<file path="config.mk">
export PLATFORM = sky130hd
export DESIGN_NAME = status_text_writer
export DESIGN_NICKNAME = d
export VERILOG_FILES = /design/src/rtl/status_text_writer.sv
export SDC_FILE = /design/constraint.sdc
export NUM_CORES = 1
export LEC_CHECK = 0
export ABC_AREA = 1
export BUFFER_PORTS_ARGS = -buffer_cell sky130_fd_sc_hd__clkbuf_2
export CAP_MARGIN = 20
export CELL_PAD_IN_SITES_DETAIL_PLACEMENT = 1
export CELL_PAD_IN_SITES_GLOBAL_PLACEMENT = 1
export CORE_MARGIN = 5
export CORE_UTILIZATION = 45
export DETAILED_ROUTE_END_ITERATION = 8
export PLACE_DENSITY = 0.9
export SKIP_CTS_REPAIR_TIMING = 1
export SYNTH_ARGS = -nofsm -noshare
export SYNTH_HDL_FRONTEND = slang
export SYNTH_SLANG_ARGS = --single-unit
</file>
<file path="constraint.sdc">
create_clock -name clk -period 4.1 [get_ports clk]
set_input_delay 0.41 -clock clk [delete_from_list [all_inputs] [get_ports clk]]
set_output_delay 0.41 -clock clk [all_outputs]
set_load 0.005 [all_outputs]
</file>
<file path="src/rtl/status_text_writer.sv">
// Renders live ride status into the character RAM: clears it to spaces after reset,
// then periodically (or on request) writes speed and trip distance as blank-suppressed ASCII.
module status_text_writer #(
   parameter int          COLS           = 40,
   parameter logic [9:0]  SPD_ADDR       = 10'd0,
   parameter logic [9:0]  DST_ADDR       = 10'(COLS),
   parameter logic [23:0] REFRESH_CYCLES = 24'd5_000_000,
   parameter int          RAM_DEPTH      = 1024
) (
   input  logic        clk,
   input  logic        rst,
   input  logic [7:0]  speed,
   input  logic [15:0] distance,
   input  logic        update,
   output logic        ram_we,
   output logic [9:0]  ram_addr,
   output logic [6:0]  ram_data,
   output logic        busy
);

   localparam logic [9:0] LAST_ADDR = 10'(RAM_DEPTH - 1);
   localparam logic [6:0] SPACE     = 7'h20;

   typedef enum logic [2:0] {
      S_CLEAR,
      S_IDLE,
      S_LATCH,
      S_CONV_SPD,
      S_WR_SPD,
      S_CONV_DST,
      S_WR_DST
   } state_e;

   state_e      state_q, state_d;
   logic [9:0]  clr_q, clr_d;
   logic [23:0] timer_q, timer_d;
   logic        pending_q, pending_d;
   logic [15:0] bin_q, bin_d;
   logic [15:0] dst_snap_q, dst_snap_d;
   logic [19:0] bcd_q, bcd_d;
   logic [3:0]  cnt_q, cnt_d;
   logic        nz_q, nz_d;
   logic        ram_we_q, ram_we_d;
   logic [9:0]  ram_addr_q, ram_addr_d;
   logic [6:0]  ram_data_q, ram_data_d;
   logic        busy_q, busy_d;

   logic [35:0] dd;
   logic [2:0]  msd_idx;
   logic [2:0]  idx;
   logic [3:0]  digit;
   logic        field_last;
   logic        blank;
   logic [9:0]  field_base;

   // One double-dabble iteration: add 3 to every BCD digit >= 5, then shift {bcd, bin} left.
   function automatic logic [35:0] dd_step(input logic [19:0] bcd, input logic [15:0] bin);
      logic [19:0] adj;
      for (int i = 0; i < 5; i++) begin
         adj[4*i +: 4] = (bcd[4*i +: 4] >= 4'd5) ? bcd[4*i +: 4] + 4'd3 : bcd[4*i +: 4];
      end
      return {adj[18:0], bin, 1'b0};
   endfunction

   // NOTE: every variable gets a default before the case so no path leaves one unassigned (no latches).
   always_comb begin
      state_d    = state_q;
      clr_d      = clr_q;
      timer_d    = timer_q;
      pending_d  = pending_q;
      bin_d      = bin_q;
      dst_snap_d = dst_snap_q;
      bcd_d      = bcd_q;
      cnt_d      = cnt_q;
      nz_d       = nz_q;
      ram_we_d   = 1'b0;
      ram_addr_d = ram_addr_q;
      ram_data_d = ram_data_q;
      busy_d     = (state_q != S_IDLE);

      dd         = dd_step(bcd_q, bin_q);
      msd_idx    = (state_q == S_WR_SPD) ? 3'd2 : 3'd4;
      idx        = msd_idx - cnt_q[2:0];
      digit      = 4'(bcd_q >> {idx, 2'b00});
      field_last = (cnt_q[2:0] == msd_idx);
      blank      = (digit == 4'd0) && !nz_q && !field_last;
      field_base = (state_q == S_WR_SPD) ? SPD_ADDR : DST_ADDR;

      if (update && (state_q != S_IDLE)) begin
         pending_d = 1'b1;
      end

      unique case (state_q)
         S_CLEAR: begin
            ram_we_d   = 1'b1;
            ram_addr_d = clr_q;
            ram_data_d = SPACE;
            clr_d      = clr_q + 10'd1;
            if (clr_q == LAST_ADDR) begin
               state_d = S_LATCH;
            end
         end
         S_IDLE: begin
            if ((timer_q == REFRESH_CYCLES - 24'd1) || update || pending_q) begin
               timer_d   = '0;
               pending_d = 1'b0;
               state_d   = S_LATCH;
            end else begin
               timer_d = timer_q + 24'd1;
            end
         end
         S_LATCH: begin
            bin_d      = {speed, 8'h00};
            dst_snap_d = distance;
            bcd_d      = '0;
            cnt_d      = '0;
            nz_d       = 1'b0;
            state_d    = S_CONV_SPD;
         end
         S_CONV_SPD, S_CONV_DST: begin
            bcd_d = dd[35:16];
            bin_d = dd[15:0];
            cnt_d = cnt_q + 4'd1;
            if (((state_q == S_CONV_SPD) && (cnt_q == 4'd7)) ||
                ((state_q == S_CONV_DST) && (cnt_q == 4'd15))) begin
               cnt_d   = '0;
               nz_d    = 1'b0;
               state_d = (state_q == S_CONV_SPD) ? S_WR_SPD : S_WR_DST;
            end
         end
         S_WR_SPD, S_WR_DST: begin
            ram_we_d   = 1'b1;
            ram_addr_d = field_base + 10'(cnt_q);
            ram_data_d = blank ? SPACE : {3'b011, digit};
            nz_d       = nz_q | (digit != 4'd0);
            cnt_d      = cnt_q + 4'd1;
            if (field_last) begin
               cnt_d = '0;
               if (state_q == S_WR_SPD) begin
                  bin_d   = dst_snap_q;
                  bcd_d   = '0;
                  state_d = S_CONV_DST;
               end else begin
                  state_d = S_IDLE;
               end
            end
         end
         default: state_d = S_CLEAR;
      endcase
   end

   // NOTE: sequential state uses non-blocking assignments so every register samples pre-edge values.
   always_ff @(posedge clk or negedge rst) begin
      if (!rst) begin
         state_q    <= S_CLEAR;
         clr_q      <= '0;
         timer_q    <= '0;
         pending_q  <= 1'b0;
         bin_q      <= '0;
         dst_snap_q <= '0;
         bcd_q      <= '0;
         cnt_q      <= '0;
         nz_q       <= 1'b0;
         ram_we_q   <= 1'b0;
         ram_addr_q <= '0;
         ram_data_q <= '0;
         busy_q     <= 1'b0;
      end else begin
         state_q    <= state_d;
         clr_q      <= clr_d;
         timer_q    <= timer_d;
         pending_q  <= pending_d;
         bin_q      <= bin_d;
         dst_snap_q <= dst_snap_d;
         bcd_q      <= bcd_d;
         cnt_q      <= cnt_d;
         nz_q       <= nz_d;
         ram_we_q   <= ram_we_d;
         ram_addr_q <= ram_addr_d;
         ram_data_q <= ram_data_d;
         busy_q     <= busy_d;
      end
   end

   assign ram_we   = ram_we_q;
   assign ram_addr = ram_addr_q;
   assign ram_data = ram_data_q;
   assign busy     = busy_q;

endmodule

</file>
==> results.json, run 1 <==
{
  "status": "completed",
  "die_h_um": 123.6,
  "slew_headroom_pct": 54.29,
  "synth_compound_area_share_pct": 14.44,
  "synthSimpleGateAreaFrac_pct": 22.85,
  "hold_viol": 0,
  "routedWlPerCell_um": 17.38,
  "cts_sinks": 113,
  "finalClockSkew_ps": 11.36,
  "dp_cells": 907,
  "gp_congestion": 0.8454,
  "dr.pass1.iters": 5,
  "ff2ff_path_depth": 12,
  "drc": 0,
  "maxCapViolCount": 0,
  "synth_top_cell_area_share_pct": 48.72,
  "required_ps": 4440,
  "powerDensity_nw_per_um2": 503.7,
  "setup-tns-final_ps": 0,
  "fin_cells": 940,
  "viasPerCell": 5.445,
  "synth_top_family_by_area": "simple AND/OR/NAND/NOR gates",
  "die_w_um": 123.6,
  "syn_area_per_cell_um2": 8.221,
  "ys.warnings.count": 0,
  "drt_iter0_drc": 243,
  "timing.hold.ws_ps": 174.9,
  "place_ws_ps": 1269,
  "num_io_pins": 46,
  "utilization_pct": 54.38,
  "final_layout_size_suffix_gt1_share_pct": 13.54,
  "fp-row-count": 41,
  "synth_area_leaders": "dfrtp_1 (49%), nand2_1 (12%), o21ai_0 (5.0%), inv_1 (4.5%), nor2_1 (3.6%)",
  "final.period_utilization_pct": 70.54,
  "coreArea_um2": 12620,
  "critPathCaptureType": "flop",
  "clk_pin_slew_ps": 60,
  "hpwl_mm": 11.18,
  "synthTopCellsByCount": "nand2_1 (180), dfrtp_1 (113), inv_1 (70)",
  "tightest_slew_ps": 684.9,
  "yosysSeqAreaShare_pct": 48.72,
  "fillers": 1561,
  "slew_viol_final": 0,
  "drt-total-wl_mm": 16.34,
  "synth-edff-count": 0,
  "synth_cells": 706,
  "max_stage_delay_ps": 530,
  "final_antenna_net_count": 0,
  "power_leakage_nw": 3.278,
  "tritoncts": "built",
  "min_path_type": "in -> reg",
  "worstSetupPathType": "reg -> reg",
  "start_util_pct": 45.99,
  "async_flop_share_pct": 100.0,
  "ys_ff_latch": 113,
  "worstHoldPathCells": 3,
  "fin_crit_ps": 2892,
  "die_area_um2": 15270,
  "finalPower_mw": 3.457,
  "worstSetupStartpointType": "flop",
  "grt_pass1_wl_mm": 27.86,
  "cp.arrival_ps": 3230,
  "yosysUniqueCellTypes": 42,
  "placed_area_um2": 6187,
  "cts-root-buf": "clkbuf_16",
  "layout_setup_ws_ps": 1208,
  "grt_max_degree": 77,
  "grt_antenna_before_repair": 0,
  "cp_slowest_cell": "a21oi_4",
  "area_delta_synth_final_pct": 18.24,
  "synth_mux_area_share_pct": 0,
  "synth_most_common_cell": "nand2_1",
  "synth_nets": 750,
  "grt_pass1_vias": 5624,
  "finalInstanceArea_um2": 6863,
  "io_buffers": 44,
  "synth-xor-area-share_pct": 3.169,
  "cts_max_path_buffers": 2,
  "synthAdderAreaFrac_pct": 3.794,
  "path_max_fanout": 26,
  "layout.nets": 800,
  "grt.total_usage_pct": 23.56,
  "cts_made_buffers": 17,
  "n_antenna_cell": 0,
  "rsz0062_at_grt": "false",
  "setup_violations": 0,
  "clkLatencyLatePin_ps": 440,
  "fmax_mhz": 345.8,
  "ys.flop_type": "dfrtp_1",
  "synth_top_area_cell": "dfrtp_1",
  "syn-cell-area_um2": 5804,
  "vdd_drop_max_uv": 323.4,
  "overflow": 0,
  "crit_chain": "nor2_2 > nand2_2 > inv_1 > ha_1 > ha_1 > nand2_1 > nand2_1 > nand2_2 > a21oi_4 > buf_4 > nor2_1 > a31oi_1",
  "vias": 5118,
  "htreeDepth": 4
}
[placed cells by master (no fill, tap or decap), types with 5 or more instances in the layout]
cell type and instances:
a31oi_1 15, dfrtp_1 113, buf_4 7, clkbuf_2 43, o22ai_1 18, o31ai_1 6
nor2_1 56, a21oi_1 24, nor3_1 9, a22o_1 5, o21ai_1 5, inv_1 70
o21ai_0 58, nand4_1 9, xor2_1 18, nand3_1 37, clkbuf_16 17, a22oi_1 9
inv_2 7, nand2_1 180, ha_1 16
[area by class of cell]
class	count	area [µm²]	area share [%]
Sequential cell	113	2828	41.20
Multi-Input combinational cell	493	2580	37.59
Clock buffer	22	484.2	7.056
Timing Repair Buffer	52	305.3	4.449
Inverter	79	296.5	4.321
Tap cell	172	215.2	3.136
Clock inverter	9	153.9	2.242
[power by group]
part           total (mW)  internal, mW  switching, mW
registers            1.38          1.26          0.122
clock network        1.61          1.07          0.535
logic               0.463         0.198          0.265
[worst max-delay path, delay by kind of cell (launching register included)]
| family | cells | cell delay (ps) |
|---|---|---|
| flip-flops | 1 | 460 |
| adder cells (fa/ha/maj) | 2 | 310 |
| AND/OR/NAND/NOR | 6 | 760 |
| buffers and inverters | 2 | 520 |
| AO/OA/AOI/OAI | 2 | 730 |
[state kept, by name, indices dropped and copies added, names as in the netlist]
register / count
nz_q: 1
busy: 1
ram_addr: 10
pending_q: 1
cnt_q: 4
ram_we: 1
bin_q: 16
bcd_q: 20
clr_q: 10
timer_q: 24
state_q: 3
ram_data: 6
dst_snap_q: 16
[metal layers]
metal	GRT usage [%]	share of wire (%)	wire, µm
met1	28.38	43	6975
met2	39.52	51	8292
met3	7.130	4.3	695
met4	9.412	2.3	374
met5	0	0	0
[final timing paths]
kind                               start  slack (ps)              to
hold reg to reg            dst_snap_q[5]         480   dst_snap_q[5]
max in group asynchronous            rst        3020        clr_q[7]
hold / removal              distance[15]         170  dst_snap_q[15]
min in group asynchronous            rst         450       bcd_q[16]
setup reg to reg              state_q[0]        1210        bin_q[5]
setup / recovery              state_q[0]        1210        bin_q[5]
[kinds of logic (layout without fill, tap and decap cells)]
logic type,count (synthesis),count (layout)
XOR/XNOR,21,21
flip-flops,113,113
buffers and inverters,100,162
AO/OA/AOI/OAI,145,145
adder cells (fa/ha/maj),17,17
AND/OR/NAND/NOR,309,309
other,1,1
(Power assumes the default switching activity.)
==> inputs of run 2 (changes only) <==
--- a/config.mk
+++ b/config.mk
@@ -5,15 +5,15 @@
 export SDC_FILE = /design/constraint.sdc
 export NUM_CORES = 1
 export LEC_CHECK = 0
-export ABC_AREA = 1
+export ABC_AREA = 0
 export BUFFER_PORTS_ARGS = -buffer_cell sky130_fd_sc_hd__clkbuf_2
 export CAP_MARGIN = 20
 export CELL_PAD_IN_SITES_DETAIL_PLACEMENT = 1
 export CELL_PAD_IN_SITES_GLOBAL_PLACEMENT = 1
 export CORE_MARGIN = 5
-export CORE_UTILIZATION = 45
+export CORE_UTILIZATION = 43
 export DETAILED_ROUTE_END_ITERATION = 8
-export PLACE_DENSITY = 0.9
+export PLACE_DENSITY = 0.87
 export SKIP_CTS_REPAIR_TIMING = 1
 export SYNTH_ARGS = -nofsm -noshare
 export SYNTH_HDL_FRONTEND = slang
==> constraint.sdc (replaced) <==
create_clock -name clk -period 2.55 [get_ports clk]
set_input_delay 0.255 -clock clk [delete_from_list [all_inputs] [get_ports clk]]
set_output_delay 0.255 -clock clk [all_outputs]
set_load 0.005 [all_outputs]
==> results.json, run 2 <==
{
  "cts_sinks": 113,
  "finalInstanceArea_um2": 6932,
  "drt-total-wl_mm": 16.41,
  "placed_area_um2": 6262,
  "synthTopCellsByCount": "dfrtp_1 (113), nand2_1 (53), nor2_1 (46)",
  "layout_setup_ws_ps": 117.6,
  "seqPwrFrac_pct": 39.9,
  "min-delay-start": "distance[8]",
  "synth_most_common_cell": "dfrtp_1",
  "syn-cell-area_um2": 5787,
  "coreArea_um2": 13240,
  "powerDensity_nw_per_um2": 684.3,
  "crit_buf_inv": 1,
  "overflow": 0,
  "syn_area_per_cell_um2": 10.28,
  "die_h_um": 126.0,
  "cts_max_path_buffers": 2,
  "worstSetupStartpointType": "flop",
  "final_common_cell": "dfrtp_1",
  "maxCapViolCount": 0,
  "grt_pass1_wl_mm": 27.52,
  "fp-row-count": 42,
  "critPathCaptureType": "flop",
  "p_sw_mw": 1.008,
  "final_antenna_net_count": 0,
  "max_stage_delay_ps": 520,
  "fmax_mhz": 411.1,
  "cts-root-buf": "clkbuf_16",
  "grt_antenna_before_repair": 0,
  "finalPower_mw": 4.744,
  "synth_top_cell_area_share_pct": 48.86,
  "clk_pin_slew_ps": 60,
  "clkLatencyLatePin_ps": 420,
  "regToRegEndpoint": "ram_data[4]",
  "io_buffers": 44,
  "ys.flop_type": "dfrtp_1",
  "cp_slowest_cell": "fa_2",
  "power_leakage_nw": 3.099,
  "internal_power_mw": 3.736,
  "place_ws_ps": 151.8,
  "synth_top_area_cell": "dfrtp_1",
  "die_area_um2": 15880,
  "vdd_drop_max_uv": 466.5,
  "hold_viol": 0,
  "timing.hold.ws_ps": 67.13,
  "tightest_slew_ps": 768.7,
  "fin_cells": 807,
  "power_frac_comb_pct": 4.1,
  "start_util_pct": 43.70,
  "cts_made_buffers": 17,
  "utilization_pct": 52.34,
  "grt_pass1_vias": 5331,
  "worstSetupPathType": "reg -> reg",
  "finalClockSkew_ps": 5.198,
  "grt_max_degree": 56,
  "required_ps": 2820,
  "drt_iter0_drc": 311,
  "p_sw_share_pct": 21.25,
  "ff2ff_path_depth": 8,
  "final_layout_size_suffix_gt1_share_pct": 21.24,
  "n_antenna_cell": 0,
  "htreeDepth": 4,
  "setup_violations": 0,
  "synth_area_leaders": "dfrtp_1 (49%), mux2_2 (3.5%), ha_1 (3.5%), nand2_1 (3.4%), nor2_1 (3.0%)",
  "routedWlPerCell_um": 20.34,
  "fillers": 1494,
  "ys_ff_latch": 113,
  "hold_end": "dst_snap_q[8]",
  "cp.arrival_ps": 2700,
  "slew_viol_final": 0,
  "r2r-start": "state_q[0]",
  "path_delay_family": "simple AND/OR/NAND/NOR gates",
  "slew_headroom_pct": 48.36,
  "async_flop_share_pct": 100.0,
  "synth_cells": 563,
  "area_delta_synth_final_pct": 19.78,
  "p_clk_share_pct": 56.1,
  "top_regs": "timer_q: 24 flops, bcd_q: 20 flops",
  "yosysSeqAreaShare_pct": 48.86,
  "die_w_um": 126.0,
  "dr.pass1.iters": 4,
  "ys.warnings.count": 0,
  "worstHoldPathCells": 2,
  "min_path_type": "in -> reg",
  "regMostFlops": "timer_q",
  "fin_crit_ps": 2432,
  "num_io_pins": 46,
  "path_max_fanout": 5,
  "dp_cells": 774,
  "gp_congestion": 0.8312,
  "final.period_utilization_pct": 95.39,
  "setup-tns-final_ps": 0,
  "tritoncts": "built",
  "vias": 4767,
  "viasPerCell": 5.907,
  "synth-edff-count": 0,
  "status": "completed",
  "synth_nets": 607,
  "layout.nets": 662,
  "grt.total_usage_pct": 21.52,
  "rrSetupSlack_ps": 120,
  "yosysUniqueCellTypes": 65,
  "largest_reg_flops": 24,
  "crit_chain": "nor2_2 > nand2_1 > inv_2 > fa_2 > mux4_2 > and2_1 > a31oi_1 > a41oi_1",
  "hpwl_mm": 10.48,
  "drc": 0,
  "mostFrequentLayoutCells": "dfrtp_1 (113), nand2_1 (53), nor2_1 (46)"
}
[run 2: cell count changes after synthesis, moves of 11 or more]
cell      before  now
nand2_1      180   53
nand2b_1       0   12
nand3_1       37   18
mux2_2         0   18
xnor2_1        3   17
a31oi_1       15   26
o21ai_0       58   28
inv_1         70   18
o22ai_1       18    5
[run 2: area by class of cell]
class,count,area [µm²],area share (%)
multi-input cells,401,2749,39.66
flip-flops and latches,113,2828,40.79
inverters,20,75.07,1.083
repair buffers,65,407.9,5.884
clock inverters,12,185.2,2.671
clock buffers,20,466.7,6.733
well taps,176,220.2,3.177
[run 2: worst max-delay path by stage]
| stage | from | to | slack [ps] | cells after the start |
|---|---|---|---|---|
| floorplan | cnt_q[0] | ram_data[3] | 120 | 7 |
| global placement | state_q[0] | ram_data[3] | 290 | 8 |
| detailed placement | state_q[0] | ram_data[4] | 150 | 7 |
| CTS | state_q[0] | ram_data[4] | 110 | 7 |
| global route | state_q[0] | ram_data[4] | -20 | 8 |
| finish | state_q[0] | ram_data[4] | 120 | 8 |
[run 2: worst reg2reg max path, cell delays in order (launching register included)]
cell and delay [ps]:
dfrtp_1 380, nor2_2 210, nand2_1 140, inv_2 130, fa_2 520, mux4_2 310
and2_1 190, a31oi_1 230, a41oi_1 170
[run 2: cell families (layout without fill, tap and decap cells)]
group | count (synthesis) | count (layout) | share of synthesized area, %
AO/OA/AOI/OAI | 153 | 153 | 17.97
multiplexers | 24 | 24 | 5.405
buffers and inverters | 49 | 117 | 3.827
XOR/XNOR | 25 | 25 | 3.784
other | 1 | 1 | 0.06480
flip-flops | 113 | 113 | 48.86
AND/OR/NAND/NOR | 181 | 181 | 16.28
adder cells (fa/ha/maj) | 17 | 17 | 3.805
[run 2: per-layer routing]
layer	up-vias	global-route usage [%]	routed length, µm
met4	0	8.076	312
met3	28	5.334	545
met5	-	0	0
met2	102	38.44	9024
li1	2178	-	-
met1	2459	24.92	6528
[run 2: power by group through the flow]
stage | combinational [mW] | clock, mW | sequential, mW
after floorplan | 0.0783 | 0 | 1.91
after global placement | 0.176 | 0 | 1.92
after detailed placement | 0.189 | 0 | 1.92
after global routing | 0.217 | 2.77 | 1.90
after CTS | 0.194 | 2.69 | 1.89
final | 0.192 | 2.66 | 1.89
